`config.mk`:
```
export PLATFORM = sky130hd
export DESIGN_NAME = fetch_exec_sequencer
export DESIGN_NICKNAME = d
export VERILOG_FILES = /design/src/rtl/proc_pkg.sv /design/src/rtl/pc_unit.sv /design/src/rtl/fetch_exec_sequencer.sv
export SDC_FILE = /design/constraint.sdc
export NUM_CORES = 1
export LEC_CHECK = 0
export BUFFER_PORTS_ARGS = -buffer_cell sky130_fd_sc_hd__buf_2
export CORE_ASPECT_RATIO = 1.5
export CORE_UTILIZATION = 42
export DETAILED_ROUTE_END_ITERATION = 8
export PLACE_DENSITY = 0.68
export RECOVER_POWER = 100
export REMOVE_ABC_BUFFERS = 1
export SKIP_CTS_REPAIR_TIMING = 1
export SLEW_MARGIN = 20
export SYNTH_ARGS = -nofsm -noshare
export SYNTH_HDL_FRONTEND = slang
export SYNTH_HIERARCHICAL = 1
export SYNTH_SLANG_ARGS = --single-unit
```
`constraint.sdc`:
```
create_clock -name clk -period 2.2 [get_ports clk]
set_input_delay 0.22 -clock clk [delete_from_list [all_inputs] [get_ports clk]]
set_output_delay 0.22 -clock clk [all_outputs]
set_load 0.005 [all_outputs]
```
`src/rtl/proc_pkg.sv`:
```
// Shared types and field positions for the fetch/execute sequencer.
package proc_pkg;

  localparam int unsigned PC_W_DEF    = 6;
  localparam int unsigned RF_AW_DEF   = 5;
  localparam int unsigned INSTR_W_DEF = 32;

  localparam int unsigned OPC_MSB = 31;
  localparam int unsigned OPC_LSB = 26;
  localparam int unsigned RD_MSB  = 25;
  localparam int unsigned RD_LSB  = 21;
  localparam int unsigned RS1_MSB = 20;
  localparam int unsigned RS1_LSB = 16;
  localparam int unsigned RS2_MSB = 15;
  localparam int unsigned RS2_LSB = 11;
  localparam int unsigned TGT_MSB = 5;
  localparam int unsigned TGT_LSB = 0;

  typedef enum logic [5:0] {
    OP_NOP    = 6'h00,
    OP_ALU    = 6'h01,
    OP_BRANCH = 6'h02,
    OP_JUMP   = 6'h03,
    OP_HALT   = 6'h3F
  } opcode_t;

  typedef enum logic [2:0] {
    S_IDLE,
    S_FETCH,
    S_DECODE,
    S_EXECUTE,
    S_WRITEBACK,
    S_UPDATE,
    S_HALT
  } state_t;

endpackage

```
`src/rtl/pc_unit.sv`:
```
// Program counter: load or wrap-around increment when enabled.
module pc_unit #(
  parameter int unsigned PC_W = 6
) (
  input  logic            clk,
  input  logic            rst_n,
  input  logic            i_en,
  input  logic            i_load,
  input  logic [PC_W-1:0] i_target,
  output logic [PC_W-1:0] o_pc
);

  logic [PC_W-1:0] r_pc;

  always_ff @(posedge clk or negedge rst_n) begin
    if (!rst_n) begin
      r_pc <= '0;
    end else if (i_en) begin
      r_pc <= i_load ? i_target : r_pc + PC_W'(1);
    end
  end

  assign o_pc = r_pc;

endmodule

```
`src/rtl/fetch_exec_sequencer.sv`:
```
// Multi-cycle fetch/decode/execute sequencer, one instruction at a time.
// Optional fetch timeout enabled by defining FETCH_TIMEOUT_EN.
module fetch_exec_sequencer
  import proc_pkg::*;
#(
  parameter int unsigned PC_W    = PC_W_DEF,
  parameter int unsigned INSTR_W = INSTR_W_DEF,
  parameter int unsigned RF_AW   = RF_AW_DEF
`ifdef FETCH_TIMEOUT_EN
  , parameter int unsigned TIMEOUT = 15
`endif
) (
  input  logic               clk,
  input  logic               clkreset,
  input  logic               run,
  output logic               imem_req,
  output logic [PC_W-1:0]    imem_addr,
  input  logic               imem_valid,
  input  logic [INSTR_W-1:0] imem_data,
  output logic [RF_AW-1:0]   rf_ra,
  output logic [RF_AW-1:0]   rf_rb,
  output logic               rf_we,
  output logic [RF_AW-1:0]   rf_wa,
  output logic               ex_start,
  output logic [5:0]         ex_op,
  input  logic               ex_done,
  input  logic               ex_flag,
  output logic [PC_W-1:0]    pc,
  output logic               halted,
  output logic               fetch_err
);

  state_t           r_state;
  opcode_t          r_op;
  logic [RF_AW-1:0] r_rd;
  logic [5:0]       r_tgt;
  logic             r_taken;
  logic             r_imem_req;
  logic [RF_AW-1:0] r_rf_ra;
  logic [RF_AW-1:0] r_rf_rb;
  logic             r_rf_we;
  logic [RF_AW-1:0] r_rf_wa;
  logic             r_ex_start;
  logic [5:0]       r_ex_op;
  logic             r_halted;

  logic [PC_W-1:0]  w_pc;
  logic             w_pc_en;
  logic             w_pc_load;
  logic             w_unused_bits;

  assign w_unused_bits = ^imem_data[RS2_LSB-1:TGT_MSB+1];

  assign w_pc_en   = (r_state == S_UPDATE);
  assign w_pc_load = (r_op == OP_JUMP) || ((r_op == OP_BRANCH) && r_taken);

  pc_unit #(.PC_W(PC_W)) u_pc (
    .clk      (clk),
    .rst_n    (clkreset),
    .i_en     (w_pc_en),
    .i_load   (w_pc_load),
    .i_target (r_tgt[PC_W-1:0]),
    .o_pc     (w_pc)
  );

`ifdef FETCH_TIMEOUT_EN
  localparam int unsigned TO_W = $clog2(TIMEOUT + 1);
  logic [TO_W-1:0] r_to_cnt;
  logic            r_fetch_err;
`endif

  always_ff @(posedge clk or negedge clkreset) begin
    if (!clkreset) begin
      r_state    <= S_IDLE;
      r_op       <= OP_NOP;
      r_rd       <= '0;
      r_tgt      <= '0;
      r_taken    <= 1'b0;
      r_imem_req <= 1'b0;
      r_rf_ra    <= '0;
      r_rf_rb    <= '0;
      r_rf_we    <= 1'b0;
      r_rf_wa    <= '0;
      r_ex_start <= 1'b0;
      r_ex_op    <= '0;
      r_halted   <= 1'b0;
`ifdef FETCH_TIMEOUT_EN
      r_to_cnt    <= '0;
      r_fetch_err <= 1'b0;
`endif
    end else begin
      r_ex_start <= 1'b0;
      r_rf_we    <= 1'b0;
      case (r_state)
        S_IDLE: begin
          if (run) begin
            r_state    <= S_FETCH;
            r_imem_req <= 1'b1;
`ifdef FETCH_TIMEOUT_EN
            r_to_cnt   <= '0;
`endif
          end
        end
        S_FETCH: begin
          // Register read addresses load with the instruction so they are valid in DECODE.
          if (imem_valid) begin
            r_state    <= S_DECODE;
            r_imem_req <= 1'b0;
            r_op       <= opcode_t'(imem_data[OPC_MSB:OPC_LSB]);
            r_rd       <= imem_data[RD_MSB:RD_LSB];
            r_tgt      <= imem_data[TGT_MSB:TGT_LSB];
            r_rf_ra    <= imem_data[RS1_MSB:RS1_LSB];
            r_rf_rb    <= imem_data[RS2_MSB:RS2_LSB];
          end
`ifdef FETCH_TIMEOUT_EN
          else if (r_to_cnt == TO_W'(TIMEOUT - 1)) begin
            r_state     <= S_HALT;
            r_imem_req  <= 1'b0;
            r_halted    <= 1'b1;
            r_fetch_err <= 1'b1;
          end else begin
            r_to_cnt <= r_to_cnt + TO_W'(1);
          end
`endif
        end
        S_DECODE: begin
          case (r_op)
            OP_HALT: begin
              r_state  <= S_HALT;
              r_halted <= 1'b1;
            end
            OP_ALU, OP_BRANCH: begin
              r_state    <= S_EXECUTE;
              r_ex_start <= 1'b1;
              r_ex_op    <= r_op;
            end
            default: r_state <= S_UPDATE;
          endcase
        end
        S_EXECUTE: begin
          if (ex_done) begin
            if (r_op == OP_ALU) begin
              r_state <= S_WRITEBACK;
              r_rf_we <= 1'b1;
              r_rf_wa <= r_rd;
            end else begin
              r_state <= S_UPDATE;
              r_taken <= ex_flag;
            end
          end
        end
        S_WRITEBACK: r_state <= S_UPDATE;
        S_UPDATE: begin
          if (run) begin
            r_state    <= S_FETCH;
            r_imem_req <= 1'b1;
`ifdef FETCH_TIMEOUT_EN
            r_to_cnt   <= '0;
`endif
          end else begin
            r_state <= S_IDLE;
          end
        end
        S_HALT:  r_state <= S_HALT;
        default: r_state <= S_IDLE;
      endcase
    end
  end

  assign imem_req  = r_imem_req;
  assign imem_addr = w_pc;
  assign rf_ra     = r_rf_ra;
  assign rf_rb     = r_rf_rb;
  assign rf_we     = r_rf_we;
  assign rf_wa     = r_rf_wa;
  assign ex_start  = r_ex_start;
  assign ex_op     = r_ex_op;
  assign pc        = w_pc;
  assign halted    = r_halted;
`ifdef FETCH_TIMEOUT_EN
  assign fetch_err = r_fetch_err;
`else
  assign fetch_err = 1'b0;
`endif

endmodule
```
==> run_results.csv, run 1 <==
group,metric,value,unit
detailed_routing,wirelength,4237,um
timing,tightest_slew,1.144,ns
timing,fin_skew,0.004088,ns
power,combinationalPowerShare,34.1,%
layout,syn_to_final_growth,16.35,%
place,dp_slack,0.4052,ns
place,portBuffers,69,
timing,final.period_utilization,87.07,%
clock_network,cts-root-buf,"clkbuf_8",
layout,final_common_cell,"buf_2",
worst_hold_path,min_path_cells,3,
timing,whs,0.1251,ns
layout,drive_above_1_share,39.15,%
logic_synthesis,synth_seq_cells,52,
power,clkPwrFrac,15.9,%
clock_network,clk_pin_slew,0.09,ns
layout,final_cells,328,
logic_synthesis,synth_top_cell_area_share,55.38,%
logic_synthesis,ys_types,40,
floorplan,die_w,63.07,um
worst_setup_path,critPathKind,"register to register",
worst_setup_path,crit_slowest_cell,"nor4_1",
detailed_routing,ant_nets,0,
worst_setup_path,r2r_start,"r_op[3]",
worst_hold_path,min_from,"imem_data[27]",
run_status,status,"finished clean",
power,p_int,2123,uW
worst_setup_path,rrSetupSlack,0.28,ns
timing,max_clock_freq,0.5221,GHz
detailed_routing,firstDrtPassIters,4,
timing,slew_violations,0,
clock_network,cts_buffer_depth,2,
global_routing,antenna_found_initial,0,
worst_setup_path,rr_endpoint,"u_pc/o_pc[5]",
global_routing,grtUsageTotal,15.64,%
power,cellLeakagePower,0.001295,uW
worst_setup_path,arrival,2.10,ns
place,place_area,2698,um2
worst_setup_path,crit_path_cell_trace,"nor4_1 > o211a_1 > inv_1 > o211ai_2 > or3b_1",
global_routing,grt_pass1_wl,7127,um
worst_setup_path,r2r_cells,5,
layout,final_cell_area,2734,um2
detailed_routing,vias_per_cell,4.951,
detailed_routing,drtIter0Drc,81,
worst_setup_path,cp.required,2.38,ns
place,place.gp.congestion,0.7418,
floorplan,pin_count,76,
clock_network,insertion_delay,0.30,ns
timing,fin_setup_tns,0,ns
detailed_routing,dr_total_vias,1624,
logic_synthesis,seq_area_frac_synth,55.38,%
layout,final_cell_mix,"53 x buf_2, 52 x dfrtp_1, 33 x mux2_2",
timing,period_needed,1.915,ns
timing,finalHoldViolations,0,
layout,antenna_cells,0,
worst_setup_path,cp_max_fo,10,
place,dp_cells,320,
clock_network,cts_buffers,5,
timing,relSlewSlack,23.72,%
worst_hold_path,hp-class,"primary input to register",
worst_setup_path,critPathCaptureType,"register",
detailed_routing,drcViolationCount,0,
power,p_sw_share,32.89,%
worst_setup_path,cp-start-kind,"register",
flow_run,cap_viol_max_count,0,
place,post-dp-hpwl,3144,um
clock_network,cts_tree,"done",
floorplan,die_y,93.61,um
global_routing,grt_pass1_vias,1543,
clock_network,clock-sinks,52,
logic_synthesis,avgSynthCellArea,12.30,um2
floorplan,die_area,5904,um2
global_routing,grt_overflow,0,
logic_synthesis,synth_top_area_cell,"dfrtp_1",
power,seqPwrFrac,50.0,%
logic_synthesis,synth.area.top_cells,"dfrtp_1 55%, mux2_2 16%, buf_4 2.6%",
worst_setup_path,max_stage_delay,0.43,ns
worst_hold_path,hold_end,"r_op[1]",
clock_network,htreeDepth,2,
logic_synthesis,syn_area,2350,um2
global_routing,grt_start_max_net_pins,31,
floorplan,core,5409,um2
floorplan,fp-row-count,33,
timing,finalSetupViolations,0,
layout,nets,297,
power,peakVddDrop,0.5365,mV
logic_synthesis,ys_warn_count,6,
power,power_density,1157,nW/um2
logic_synthesis,synth_cells,191,
timing,setup_slack,0.2846,ns
power,power.switching,1040,uW
timing,rsz0062_at_grt,"false",
floorplan,start_util,43.44,%
detailed_routing,wl_per_cell,12.92,um
[cell families after synthesis]
| family | count (synthesis) | synth area share, % |
|---|---|---|
| fa+ha+maj | 1 | 0.5324 |
| simple gates | 48 | 11.66 |
| xor+xnor | 1 | 0.3728 |
| mux | 36 | 17.09 |
| flops | 52 | 55.38 |
| compound gates | 31 | 8.520 |
| buf+inv | 21 | 6.283 |
| other cells | 1 | 0.1596 |
[layout make-up]
type,instances,area (um2)
inverters,6,22.52
clock buffers,6,72.57
flip-flops and latches,52,1301
fillers,536,2675
clock inverters,1,5.005
well taps,70,87.58
multi-input cells,118,888.4
repair buffers,75,356.6
[cells in the mapped netlist]
| master | number |
|---|---|
| clkbuf_8 | 2 |
| a22o_1 | 2 |
| inv_1 | 6 |
| nand3_2 | 1 |
| o31ai_1 | 1 |
| nor2_1 | 11 |
| mux2i_1 | 3 |
| dfrtp_1 | 52 |
| nand2b_1 | 4 |
| xor2_1 | 1 |
| and2_1 | 4 |
| or3b_1 | 1 |
| a221o_1 | 1 |
| nand2_1 | 10 |
| o32ai_1 | 1 |
| and2_2 | 1 |
| and3_1 | 2 |
| mux2_2 | 33 |
| a21oi_1 | 9 |
| a31oi_1 | 2 |
| buf_4 | 8 |
| o22ai_1 | 4 |
| o211ai_2 | 1 |
| o21ai_0 | 7 |
| nor3b_1 | 1 |
| nor2b_1 | 1 |
| a21o_1 | 1 |
| buf_6 | 2 |
| nor2_4 | 1 |
| nor4_1 | 1 |
| buf_2 | 3 |
| a2bb2oi_1 | 1 |
| and3_2 | 1 |
| nor4_4 | 1 |
| o211a_1 | 1 |
| nand4_1 | 1 |
| conb_1 | 1 |
| and4_2 | 1 |
| ha_1 | 1 |
| nand3_1 | 6 |
[worst max-delay path: cells and delay by family, from the launching register on]
kind	cells	cell delay, ns
buf+inv	1	0.14
flops	1	0.40
compound gates	2	0.49
simple gates	2	0.78
[routing by layer]
metal	GRT usage (%)	vias up	share of wire, %
li1	-	796	-
met5	0	-	0
met1	18.97	789	41
met2	26.43	34	53
met3	3.171	5	3.6
met4	7.171	0	1.7
[stage by stage]
stage	power, uW	utilization [%]
after CTS	3277	51.31
final	3164	50.54
after global placement	2714	49.87
after global routing	3427	50.54
after floorplan	2331	-
after detailed placement	2761	49.87
[power by group through the flow]
stage                     clock (uW)  sequential (uW)  combinational [uW]
final                            503             1580                1080
after global routing             567             1650                1210
after CTS                        532             1600                1140
after detailed placement           0             1620                1140
after global placement             0             1600                1110
after floorplan                    0             1590                 743
[worst max path at each step]
stage,from,to,slack [ns],cells after the start
after floorplan,r_state[2],r_op[0],-0.17,3
after global placement,r_op[3],u_pc/o_pc[5],0.41,5
after detailed placement,r_op[3],u_pc/o_pc[5],0.41,5
after CTS,r_op[3],u_pc/o_pc[5],0.39,5
after global routing,r_op[3],u_pc/o_pc[5],0.16,5
final,r_op[3],u_pc/o_pc[5],0.28,5
[flip-flops by register name, summed over array words and instances, names as in the netlist, 3 cells and up]
| signal | cells |
|---|---|
| ex_op | 6 |
| r_op | 6 |
| r_rd | 5 |
| r_state | 3 |
| r_tgt | 6 |
| rf_ra | 5 |
| rf_rb | 5 |
| rf_wa | 5 |
| u_pc/o_pc | 6 |
Note: power is estimated with default switching activity, not from simulation.
==> run 2, diff against run 1 <==
--- a/config.mk
+++ b/config.mk
@@ -12,6 +12,7 @@
 export PLACE_DENSITY = 0.68
 export RECOVER_POWER = 100
 export REMOVE_ABC_BUFFERS = 1
+export SETUP_SLACK_MARGIN = 0.3
 export SKIP_CTS_REPAIR_TIMING = 1
 export SLEW_MARGIN = 20
 export SYNTH_ARGS = -nofsm -noshare
==> constraint.sdc (replaced) <==
create_clock -name clk -period 2 [get_ports clk]
set_input_delay 0.2 -clock clk [delete_from_list [all_inputs] [get_ports clk]]
set_output_delay 0.2 -clock clk [all_outputs]
set_load 0.005 [all_outputs]
==> run_results.csv, run 2 (same netlist as run 1, synthesis figures left out) <==
group,metric,value,unit
run_status,status,"finished clean",
layout,final_common_cell,"buf_2",
global_routing,grtUsageTotal,15.74,%
clock_network,clk_pin_slew,0.09,ns
timing,finalSetupViolations,0,
worst_setup_path,crit_slowest_cell,"dfrtp_1",
worst_setup_path,r2r_start,"r_state[2]",
layout,antenna_cells,0,
power,power,3742,uW
worst_hold_path,hold_end,"r_op[1]",
worst_hold_path,min_from,"imem_data[27]",
detailed_routing,firstDrtPassIters,5,
floorplan,die_w,63.07,um
timing,fin_skew,0.004379,ns
detailed_routing,dr_total_vias,1647,
worst_setup_path,crit_path_cell_trace,"nand2b_1 > nor2_1 > clkbuf_1 > mux2_2",
timing,tightest_slew,0.6879,ns
worst_setup_path,critPathCaptureType,"register",
layout,final_cell_mix,"52 x buf_2, 51 x dfrtp_1, 33 x mux2_2",
timing,final.period_utilization,87.51,%
global_routing,grt_pass1_wl,7189,um
floorplan,fp-row-count,33,
detailed_routing,wirelength,4260,um
power,cellLeakagePower,0.001333,uW
layout,drive_above_1_share,41.22,%
power,peakVddDrop,0.8291,mV
place,place.gp.congestion,0.7521,
timing,period_needed,1.750,ns
place,post-dp-hpwl,3070,um
global_routing,antenna_found_initial,0,
worst_setup_path,max_stage_delay,0.47,ns
timing,setup_slack,0.2498,ns
detailed_routing,ant_nets,0,
place,portBuffers,69,
layout,syn_to_final_growth,20.29,%
worst_setup_path,rr_endpoint,"r_op[2]",
clock_network,cts_tree,"done",
worst_setup_path,r2r_cells,4,
worst_setup_path,cp_max_fo,8,
timing,slew_violations,0,
place,dp_cells,320,
timing,max_clock_freq,0.5714,GHz
floorplan,pin_count,76,
global_routing,grt_start_max_net_pins,29,
flow_run,cap_viol_max_count,0,
timing,relSlewSlack,54.14,%
worst_setup_path,cp-start-kind,"register",
detailed_routing,wl_per_cell,12.83,um
floorplan,die_area,5904,um2
worst_hold_path,hp-class,"primary input to register",
clock_network,clock-sinks,52,
worst_setup_path,critPathKind,"register to register",
worst_hold_path,min_path_cells,3,
global_routing,grt_pass1_vias,1557,
worst_setup_path,cp.required,2.19,ns
worst_setup_path,worstSetupStartpoint,"r_state[2]",
detailed_routing,vias_per_cell,4.961,
clock_network,insertion_delay,0.30,ns
worst_setup_path,arrival,1.94,ns
detailed_routing,drcViolationCount,0,
clock_network,htreeDepth,2,
global_routing,grt_overflow,0,
timing,rsz0062_at_grt,"true",
clock_network,cts_buffer_depth,2,
floorplan,die_y,93.61,um
worst_setup_path,rrSetupSlack,0.25,ns
clock_network,cts-root-buf,"clkbuf_8",
detailed_routing,drtIter0Drc,67,
layout,postLayoutCoreUtil,52.26,%
layout,nets,300,
layout,final_cells,332,
floorplan,core,5409,um2
power,power_density,1324,nW/um2
floorplan,start_util,43.44,%
clock_network,cts_buffers,5,
place,dp_slack,0.2838,ns
timing,finalHoldViolations,0,
run 2: worst max-delay path by stage:
stage,endpoint,slack (ns),depth (start not counted)
after global placement,u_pc/o_pc[5],0.30,4
final,r_op[2],0.25,4
after floorplan,r_op[0],-0.37,3
after CTS,u_pc/o_pc[5],0.27,4
after detailed placement,u_pc/o_pc[5],0.28,4
after global routing,r_op[2],0.14,4
run 2: area by class of cell:
class	instances	area, um2
Tap cell	70	87.58
Inverter	6	22.52
Clock buffer	6	82.58
Fill cell	504	2582
Multi-Input combinational cell	118	904.6
Timing Repair Buffer	78	387.9
Sequential cell	52	1303
Clock inverter	2	38.79
run 2: critical path: cells and delay by family (launching register included):
| kind | cells | cell delay (ns) |
|---|---|---|
| muxes | 1 | 0.38 |
| buffers and inverters | 1 | 0.36 |
| DFF | 1 | 0.47 |
| and+or+nand+nor | 2 | 0.43 |
run 2: layer usage:
metal,track usage [%],share of wire (%)
met5,0,0
met4,6.395,1.5
met3,2.927,4.0
met2,27.42,54
met1,18.84,41
run 2: metrics by stage:
stage / cell area, um2 / setup TNS, ns / hold slack [ns]
global placement: 2710 / 0 / 0.2452
detailed placement: 2710 / 0 / 0.2426
CTS: 2831 / 0 / -0.09060
global route: 2826 / 0 / 0.1165
finish: 2826 / 0 / 0.1034
floorplan: 2225 / -10.07 / -0.09559
run 2: power breakdown:
part | internal (uW) | switching [uW]
combinational | 698 | 533
clock | 409 | 339
sequential | 1440 | 324
